[config.mk]
export PLATFORM = sky130hd
export DESIGN_NAME = id_ex_pipe
export DESIGN_NICKNAME = d
export VERILOG_FILES = /design/src/rtl/riscv_pkg.sv /design/src/rtl/id_ex_hazard.sv /design/src/rtl/id_ex_pipe.sv
export SDC_FILE = /design/constraint.sdc
export NUM_CORES = 1
export LEC_CHECK = 0
export CORE_MARGIN = 3
export CORE_UTILIZATION = 30
export DETAILED_ROUTE_END_ITERATION = 16
export PLACE_DENSITY = 0.66
export SLEW_MARGIN = 20
export SYNTH_ARGS = -nofsm -noshare
export SYNTH_HDL_FRONTEND = slang
export SYNTH_SLANG_ARGS = --single-unit
[constraint.sdc]
create_clock -name clk -period 5.8 [get_ports clk]
set_input_delay 0.58 -clock clk [delete_from_list [all_inputs] [get_ports clk]]
set_output_delay 0.58 -clock clk [all_outputs]
set_load 0.005 [all_outputs]
[src/rtl/riscv_pkg.sv]
// Shared RISC-V core definitions: register address width, the decoded control
// bundle layout, and a helper for x0-aware register address matching.
package riscv_pkg;
    localparam int REG_ADDR_W = 5;
    localparam int CTRL_W     = 16;

    // Bit positions inside the opaque decoded control bundle
    localparam int CTRL_ALU_OP_LSB = 0;
    localparam int CTRL_ALU_OP_W   = 4;
    localparam int CTRL_ALU_SRC_B  = 4;
    localparam int CTRL_MEM_WRITE  = 5;
    localparam int CTRL_REG_WRITE  = 6;
    localparam int CTRL_BRANCH     = 7;
    localparam int CTRL_JUMP       = 8;
    localparam int CTRL_FUNCT3_LSB = 9;
    localparam int CTRL_FUNCT3_W   = 3;
    localparam int CTRL_MEM_SIGNED = 12;

    typedef logic [REG_ADDR_W-1:0] reg_addr_t;

    // x0 is hardwired to zero, so it never produces a dependency
    function automatic logic addr_hit(input reg_addr_t a, input reg_addr_t b);
        return (a != '0) && (a == b);
    endfunction
endpackage

[src/rtl/id_ex_hazard.sv]
// Combinational load-use hazard detection and writeback bypass selects for the
// ID/EX register: capture-time selects on ID addresses, hold-time on EX addresses.
module id_ex_hazard import riscv_pkg::*; (
    input  logic                  ex_valid,
    input  logic                  ex_mem_read,
    input  logic [REG_ADDR_W-1:0] ex_rd_addr,
    input  logic [REG_ADDR_W-1:0] ex_rs1_addr,
    input  logic [REG_ADDR_W-1:0] ex_rs2_addr,
    input  logic [REG_ADDR_W-1:0] id_rs1_addr,
    input  logic [REG_ADDR_W-1:0] id_rs2_addr,
    input  logic                  wb_regWrite,
    input  logic [REG_ADDR_W-1:0] wb_rd_addr,
    output logic                  haz,
    output logic                  cap_byp1,
    output logic                  cap_byp2,
    output logic                  hold_byp1,
    output logic                  hold_byp2
);
    logic w_load_held;

    assign w_load_held = ex_valid && ex_mem_read;
    assign haz = w_load_held &&
                 (addr_hit(ex_rd_addr, id_rs1_addr) || addr_hit(ex_rd_addr, id_rs2_addr));

    assign cap_byp1  = wb_regWrite && addr_hit(wb_rd_addr, id_rs1_addr);
    assign cap_byp2  = wb_regWrite && addr_hit(wb_rd_addr, id_rs2_addr);
    assign hold_byp1 = wb_regWrite && addr_hit(wb_rd_addr, ex_rs1_addr);
    assign hold_byp2 = wb_regWrite && addr_hit(wb_rd_addr, ex_rs2_addr);
endmodule

[src/rtl/id_ex_pipe.sv]
// ID/EX pipeline register with valid/ready handshake, one-bubble load-use stall
// and redirect flush. Define ID_EX_WB_BYPASS_EN to forward the writeback port.
module id_ex_pipe #(
    parameter int WIDTH  = 32,
    parameter int CTRL_W = riscv_pkg::CTRL_W
) (
    input  logic              clk,
    input  logic              rst,
    input  logic              id_valid,
    output logic              id_ready,
    input  logic [WIDTH-1:0]  id_pc,
    input  logic [WIDTH-1:0]  id_imm,
    input  logic [4:0]        id_rs1_addr,
    input  logic [4:0]        id_rs2_addr,
    input  logic [4:0]        id_rd_addr,
    input  logic [WIDTH-1:0]  id_rs1_data,
    input  logic [WIDTH-1:0]  id_rs2_data,
    input  logic              id_mem_read,
    input  logic [CTRL_W-1:0] id_ctrl,
    input  logic              wb_regWrite,
    input  logic [4:0]        wb_rd_addr,
    input  logic [WIDTH-1:0]  wb_write_data,
    input  logic              flush,
    input  logic              ex_ready,
    output logic              ex_valid,
    output logic [WIDTH-1:0]  ex_pc,
    output logic [WIDTH-1:0]  ex_imm,
    output logic [WIDTH-1:0]  ex_rs1_data,
    output logic [WIDTH-1:0]  ex_rs2_data,
    output logic [4:0]        ex_rs1_addr,
    output logic [4:0]        ex_rs2_addr,
    output logic [4:0]        ex_rd_addr,
    output logic              ex_mem_read,
    output logic [CTRL_W-1:0] ex_ctrl
);
    logic              r_ex_valid, r_mem_read;
    logic [WIDTH-1:0]  r_pc, r_imm, r_rs1_data, r_rs2_data;
    logic [4:0]        r_rs1_addr, r_rs2_addr, r_rd_addr;
    logic [CTRL_W-1:0] r_ctrl;

    logic             w_adv, w_haz, w_cap;
    logic             w_cap_byp1, w_cap_byp2, w_hold_byp1, w_hold_byp2;
    logic             w_upd1, w_upd2;
    logic [WIDTH-1:0] w_rs1_cap, w_rs2_cap;

    id_ex_hazard u_hazard (
        .ex_valid    (r_ex_valid),
        .ex_mem_read (r_mem_read),
        .ex_rd_addr  (r_rd_addr),
        .ex_rs1_addr (r_rs1_addr),
        .ex_rs2_addr (r_rs2_addr),
        .id_rs1_addr (id_rs1_addr),
        .id_rs2_addr (id_rs2_addr),
        .wb_regWrite (wb_regWrite),
        .wb_rd_addr  (wb_rd_addr),
        .haz         (w_haz),
        .cap_byp1    (w_cap_byp1),
        .cap_byp2    (w_cap_byp2),
        .hold_byp1   (w_hold_byp1),
        .hold_byp2   (w_hold_byp2)
    );

    assign w_adv    = !r_ex_valid || ex_ready;
    assign id_ready = w_adv && !w_haz && !flush;
    assign w_cap    = id_valid && id_ready;

`ifdef ID_EX_WB_BYPASS_EN
    assign w_rs1_cap = w_cap_byp1 ? wb_write_data : id_rs1_data;
    assign w_rs2_cap = w_cap_byp2 ? wb_write_data : id_rs2_data;
    assign w_upd1    = w_hold_byp1;
    assign w_upd2    = w_hold_byp2;
`else
    logic w_unused_byp;
    assign w_unused_byp = ^{w_cap_byp1, w_cap_byp2, w_hold_byp1, w_hold_byp2};
    assign w_rs1_cap    = id_rs1_data;
    assign w_rs2_cap    = id_rs2_data;
    assign w_upd1       = 1'b0;
    assign w_upd2       = 1'b0;
`endif

    always_ff @(posedge clk or negedge rst) begin
        if (!rst) begin
            r_ex_valid <= 1'b0;
            r_pc       <= '0;
            r_imm      <= '0;
            r_rs1_data <= '0;
            r_rs2_data <= '0;
            r_rs1_addr <= '0;
            r_rs2_addr <= '0;
            r_rd_addr  <= '0;
            r_mem_read <= 1'b0;
            r_ctrl     <= '0;
        end else if (flush) begin
            r_ex_valid <= 1'b0;
        end else if (w_cap) begin
            r_ex_valid <= 1'b1;
            r_pc       <= id_pc;
            r_imm      <= id_imm;
            r_rs1_data <= w_rs1_cap;
            r_rs2_data <= w_rs2_cap;
            r_rs1_addr <= id_rs1_addr;
            r_rs2_addr <= id_rs2_addr;
            r_rd_addr  <= id_rd_addr;
            r_mem_read <= id_mem_read;
            r_ctrl     <= id_ctrl;
        end else if (w_adv) begin
            r_ex_valid <= 1'b0;
        end else begin
            // Holding under backpressure: keep operands fresh against WB writes
            if (w_upd1) r_rs1_data <= wb_write_data;
            if (w_upd2) r_rs2_data <= wb_write_data;
        end
    end

    assign ex_valid    = r_ex_valid;
    assign ex_pc       = r_pc;
    assign ex_imm      = r_imm;
    assign ex_rs1_data = r_rs1_data;
    assign ex_rs2_data = r_rs2_data;
    assign ex_rs1_addr = r_rs1_addr;
    assign ex_rs2_addr = r_rs2_addr;
    assign ex_rd_addr  = r_rd_addr;
    assign ex_mem_read = r_mem_read;
    assign ex_ctrl     = r_ctrl;
endmodule

==> results.json, run 1 <==
{
  "vdd_drop_max_uv": 212,
  "cts_resized": 0,
  "synth_compound_area_share_pct": 0.829,
  "grt_pass1_wl_um": 26000,
  "comb_power_share_pct": 23.4,
  "fin_cells": 969,
  "synth_top_family_by_area": "multiplexers",
  "cp_top_family": "buffers and inverters",
  "cts_max_path_buffers": 2,
  "cp_num_buf_inv": 2,
  "insertion_delay_ns": 0.41,
  "start_util_pct": 31.2,
  "port_buffers": 326,
  "busiest_layer": "met2",
  "grt_remaining_overflow": 0,
  "final_common_cell": "clkdlybuf4s50_1",
  "use_met3_pct": 5.63,
  "rsz0062_at_grt": "false",
  "grt_usage_pct": 15.0,
  "layout_common_cells": "325 x clkdlybuf4s50_1, 161 x dfrtp_1, 100 x mux2_1",
  "crit_required_ns": 5.22,
  "path_clk_slew_ns": 0.06,
  "p_int_mw": 2.67,
  "p_switching_mw": 0.804,
  "cp_cell_sequence": "clkdlybuf4s50_1 -> xor2_1 -> nor3_1 -> a22oi_1 -> o211a_1 -> clkdlybuf4s50_1",
  "maxCapViolations": 0,
  "grt_antenna_before_repair": 0,
  "synth_simple_gate_area_share_pct": 0.505,
  "p_leak_nw": 4.21,
  "syn_to_final_growth_pct": 66.6,
  "via_count": 4265,
  "cts_tree": "done",
  "globalplace.congestion": 0.764,
  "hpwl_um": 12600,
  "diodes": 0,
  "synthXorXnorAreaFrac_pct": 1.41,
  "die_x_um": 150,
  "place_inst": 937,
  "period_minus_slack_ns": 2.97,
  "timing.fmax_ghz": 0.336,
  "critical_path_class": "in -> out",
  "tns_ns": 0,
  "synth.avg_cell_area_um2": 17.1,
  "slowest_delay_ns": 0.52,
  "dieArea_mm2": 0.0224,
  "stdcell_area_mm2": 0.0103,
  "finalClockSkew_ns": 0.00863,
  "fp.dieH_um": 150,
  "crit_path_frequent_cell": "clkdlybuf4s50_1",
  "p_per_area_mw_per_mm2": 337,
  "hold_buffers": 0,
  "grt_start_max_net_pins": 161,
  "ant_nets": 0,
  "finalHoldViolations": 0,
  "cts_made_buffers": 17,
  "post-cts-setup-buffers": 0,
  "tightest_slew_ns": 0.953,
  "numClockSinks": 161,
  "p_sw_share_pct": 23.1,
  "core_mm2": 0.0198,
  "syn-instance-count": 362,
  "syn_area_mm2": 0.00619,
  "use_met1_pct": 16.5,
  "path_max_fanout": 3,
  "drt-initial-drc-count": 94,
  "p_total_mw": 3.48,
  "yosys-mux-area-fraction_pct": 29.1,
  "cts-root-buf": "clkbuf_16",
  "crit_path_top_delay_cell": "clkdlybuf4s50_1",
  "grt_pass1_vias": 4724,
  "rows": 51,
  "viasPerCell": 4.40,
  "setup_viol": 0,
  "status": "complete, no violations",
  "slew_violations": 0,
  "routed_wl_um": 16900,
  "clockPowerShare_pct": 35.4,
  "hold_class": "in -> async",
  "p_seq_share_pct": 41.2,
  "firstDrtPassIters": 4,
  "htree_levels": 4,
  "placed_area_mm2": 0.00964,
  "drive_gt1_share_pct": 13.6,
  "nets": 895,
  "slew_headroom_pct": 36.5,
  "synth_seq_cells": 161,
  "ios": 365,
  "fin_crit_sh_pct": 51.3,
  "synth-adder-area-share_pct": 0,
  "use_met2_pct": 26.6,
  "avgRoutedWirePerCell_um": 17.5,
  "drc": 0,
  "ys_seq_area_share_pct": 65.1,
  "ys_types": 18,
  "cp.arrival_ns": 2.39,
  "synthesis.nets": 565,
  "worstSetupStartpointType": "input port",
  "cp-end-kind": "output port",
  "yosysWarnings": 0
}
-- worst reg2reg max path, delay by kind of cell, from the launching register on --
| family | cells | cell delay, ns |
|---|---|---|
| multiplexers | 1 | 0.64 |
| flip-flops | 1 | 0.44 |
| AO/OA/AOI/OAI | 2 | 0.46 |
| AND/OR/NAND/NOR | 1 | 0.57 |
| buffers and inverters | 1 | 0.56 |
-- area by class of cell --
class / instances / area (um2)
clock buffers: 19 / 443
clock inverters: 12 / 205
fillers: 1689 / 9530
inverters: 1 / 3.75
multi-input cells: 182 / 1980
flip-flops and latches: 161 / 4030
well taps: 265 / 332
repair buffers: 329 / 3320
-- registers in the layout, summed over array words and instances (netlist names) --
signal / flops
ex_imm: 32
ex_pc: 32
ex_valid: 1
ex_rs1_addr: 5
ex_rs2_addr: 5
ex_mem_read: 1
ex_rd_addr: 5
ex_ctrl: 16
ex_rs1_data: 32
ex_rs2_data: 32
-- power by group through the flow --
stage | combinational, mW | sequential (mW) | clock [mW]
2_1_floorplan | 0.210 | 1.46 | 0
3_3_place_gp | 0.816 | 1.44 | 0
3_5_place_dp | 0.828 | 1.45 | 0
4_1_cts | 0.832 | 1.44 | 1.27
5_1_grt | 0.878 | 1.46 | 1.31
6_report | 0.815 | 1.43 | 1.23
-- final timing paths --
path | startpoint | endpoint | slack, ns | cells past startpoint
max in group asynchronous | rst | ex_rs2_data[8] | 4.40 | 3
setup reg to reg | ex_rd_addr[0] | ex_rs1_data[14] | 3.02 | 5
min in group clk | ex_pc[10] | ex_pc[10] | 0.48 | 1
hold / removal | rst | ex_rs1_data[19] | 0.20 | 1
hold reg to reg | ex_pc[10] | ex_pc[10] | 0.48 | 1
setup / recovery | id_rs1_addr[2] | id_ready | 2.83 | 6
-- metrics by stage --
stage / worst slack (ns) / hold slack, ns / util [%]
after floorplan: 3.65 / 0.284 / -
after global placement: 2.63 / 0.465 / 48.6
after detailed placement: 2.61 / 0.474 / 48.6
after CTS: 2.80 / 0.218 / 51.8
after global routing: 2.70 / 0.241 / 52.0
final: 2.83 / 0.195 / 52.0
-- kinds of logic after synthesis --
logic type             after synthesis
multiplexers                       160
buffers and inverters               19
AO/OA/AOI/OAI                        6
XOR/XNOR                            10
flip-flops                         161
AND/OR/NAND/NOR                      6
-- cell usage after synthesis --
cell	instances	area share, %
inv_1	1	0.061
o211a_1	1	0.16
nand2b_1	1	0.10
buf_6	10	1.8
xor2_1	10	1.4
mux2_1	100	18
dfrtp_1	161	65
buf_4	7	0.85
o211ai_2	1	0.20
mux2_2	60	11
o2111a_1	1	0.18
nor2_1	2	0.12
or4_1	1	0.12
nor3_1	2	0.16
a22oi_1	1	0.12
o21ai_0	1	0.081
a21oi_1	1	0.081
buf_12	1	0.32
-- routing by layer --
metal,up-vias,share of wire [%]
met4,0,1.9
met1,2106,37
met3,20,8.8
met2,190,53
met5,-,0
li1,1949,-
(Power assumes the default switching activity.)
==> run 2, diff against run 1 <==
==> constraint.sdc (replaced) <==
create_clock -name clk -period 2.74 [get_ports clk]
set_input_delay 0.274 -clock clk [delete_from_list [all_inputs] [get_ports clk]]
set_output_delay 0.274 -clock clk [all_outputs]
set_load 0.005 [all_outputs]
==> run 2 against run 1 <==
  * Count of clock-buffer cells in the layout stayed put
  * Cell area grew 1.7%
  * Register-to-register slack got worse by 2.6 ns
  * Clock power rose by 110%
  * Non-clock buffer count up 12
  * Utilization is 0.86 points higher
  * Critical path depth is 2 lower
  * Global-route usage rose by 0.44 points
  * Worst hold slack gained 0.22 ns
  * Critical path type is now reg -> out
  * Critical endpoint unchanged
  * Largest cell class unchanged
==> results.json, run 2 (same netlist as run 1, synthesis figures left out) <==
{
  "grt_start_max_net_pins": 62,
  "fp.dieH_um": 150,
  "pre_cts_slack_ns": 0.206,
  "timing.fmax_ghz": 0.386,
  "p_switching_mw": 1.74,
  "setup_viol": 0,
  "p_sw_share_pct": 23.6,
  "cts_made_buffers": 17,
  "drive_gt1_share_pct": 15.1,
  "fin_crit_sh_pct": 94.5,
  "period_minus_slack_ns": 2.59,
  "register_area_mm2": 0.00403,
  "p_leak_nw": 4.29,
  "finalHoldViolations": 0,
  "crit_path_top_delay_cell": "or4_1",
  "nets": 907,
  "htree_levels": 4,
  "globalplace.congestion": 0.766,
  "cts_max_path_buffers": 2,
  "vdd_drop_max_uv": 369,
  "dieArea_mm2": 0.0224,
  "post-cts-setup-buffers": 0,
  "cts_tree": "done",
  "p_int_mw": 5.62,
  "tightest_slew_ns": 0.569,
  "cp_cell_sequence": "or4_1 -> o211ai_2 -> o211a_1 -> clkdlybuf4s50_1",
  "syn_to_final_growth_pct": 69.4,
  "path_max_fanout": 5,
  "nFillCells": 1652,
  "grt_pass1_vias": 4859,
  "cp.arrival_ns": 2.32,
  "grt_antenna_before_repair": 0,
  "routed_wl_um": 17300,
  "maxCapViolations": 0,
  "grt_usage_pct": 15.4,
  "finalClockSkew_ns": 0.0102,
  "die_x_um": 150,
  "ant_nets": 0,
  "rows": 51,
  "rsz0062_at_grt": "false",
  "path_clk_slew_ns": 0.06,
  "clockPowerShare_pct": 34.7,
  "slowest_delay_ns": 0.57,
  "final_common_cell": "clkdlybuf4s50_1",
  "tns_ns": 0,
  "hold_class": "in -> async",
  "drc": 0,
  "viasPerCell": 4.35,
  "crit_required_ns": 2.47,
  "status": "complete, no violations",
  "via_count": 4272,
  "grt_remaining_overflow": 0,
  "firstDrtPassIters": 4,
  "cts-root-buf": "clkbuf_16",
  "layout_common_cells": "325 x clkdlybuf4s50_1, 161 x dfrtp_1, 100 x mux2_1",
  "p_per_area_mw_per_mm2": 701,
  "worstSetupStartpointType": "register",
  "critical_path_class": "reg -> out",
  "cp-end-kind": "output port",
  "comb_power_share_pct": 24.0,
  "multi_input_comb_area_mm2": 0.00198,
  "core_mm2": 0.0198,
  "numClockSinks": 161,
  "slew_headroom_pct": 62.1,
  "hpwl_um": 13300,
  "p_seq_share_pct": 41.3,
  "avgRoutedWirePerCell_um": 17.6,
  "worst_slack_ns": 0.150,
  "insertion_delay_ns": 0.42,
  "drt-initial-drc-count": 78,
  "start_util_pct": 31.2,
  "grt_pass1_wl_um": 26700,
  "slew_violations": 0,
  "diodes": 0,
  "port_buffers": 326,
  "ios": 365
}
-- run 2: final timing paths --
check / startpoint / end / cells past startpoint / slack [ns]
max in group asynchronous: rst / ex_rs1_addr[1] / 3 / 1.60
worst max-delay path: ex_rd_addr[0] / id_ready / 4 / 0.15
worst min register to register: ex_rs1_data[7] / ex_rs1_data[7] / 1 / 0.48
min in group clk: flush / ex_valid / 2 / 0.43
worst max register to register: ex_rd_addr[0] / ex_rs2_data[12] / 6 / 0.39
worst min-delay path: rst / ex_imm[13] / 2 / 0.41
-- run 2: cell type report --
class                      instances  share of cell area (%)
sequential                       161                    38.4
timing repair buffer             341                    33.4
multi-input combinational        182                    18.9
clock buffer                      19                    4.32
tap                              265                    3.16
clock inverter                    12                    1.72
inverter                           1                  0.0358
-- run 2: metal layers --
layer / global-route usage (%) / share of wire (%) / wire, um
met5: 0 / 0 / 0
met4: 4.71 / 1.8 / 311
met3: 6.18 / 8.7 / 1500
met2: 27.2 / 52 / 9060
met1: 17.0 / 37 / 6430
-- run 2: power groups by stage --
stage / combinational [mW] / clock [mW] / sequential, mW
6_report: 1.76 / 2.55 / 3.03
5_1_grt: 1.89 / 2.74 / 3.09
4_1_cts: 1.80 / 2.63 / 3.04
3_5_place_dp: 1.79 / 0 / 3.08
3_3_place_gp: 1.77 / 0 / 3.05
2_1_floorplan: 0.445 / 0 / 3.09
-- run 2: through the flow --
step	hold slack (ns)	total power [mW]	area, um2	instances	utilization, %
2_1_floorplan	-0.0216	3.53	6190	362	-
4_1_cts	0.409	7.47	10500	981	52.8
3_3_place_gp	0.293	4.82	9840	949	49.6
6_report	0.410	7.35	10500	981	52.8
3_5_place_dp	0.300	4.87	9840	949	49.6
5_1_grt	0.428	7.73	10500	981	52.8
-- run 2: repair_timing --
item,CTS,global route
resized for setup,0,0
hold buffers,1,0
hold endpoints to repair,59,0
-- run 2: critical path, delay by kind of cell (launching register included) --
family	cells	cell delay, ns
buffers and inverters	1	0.51
AND/OR/NAND/NOR	1	0.57
AO/OA/AOI/OAI	2	0.38
flip-flops	1	0.45
==> run 3, diff against run 2 <==
--- a/config.mk
+++ b/config.mk
@@ -5,6 +5,7 @@
 export SDC_FILE = /design/constraint.sdc
 export NUM_CORES = 1
 export LEC_CHECK = 0
+export CAP_MARGIN = 15
 export CORE_MARGIN = 3
 export CORE_UTILIZATION = 30
 export DETAILED_ROUTE_END_ITERATION = 16
==> results of run 3 <==
Final layout, timing and power as in run 2 (identical DEF).
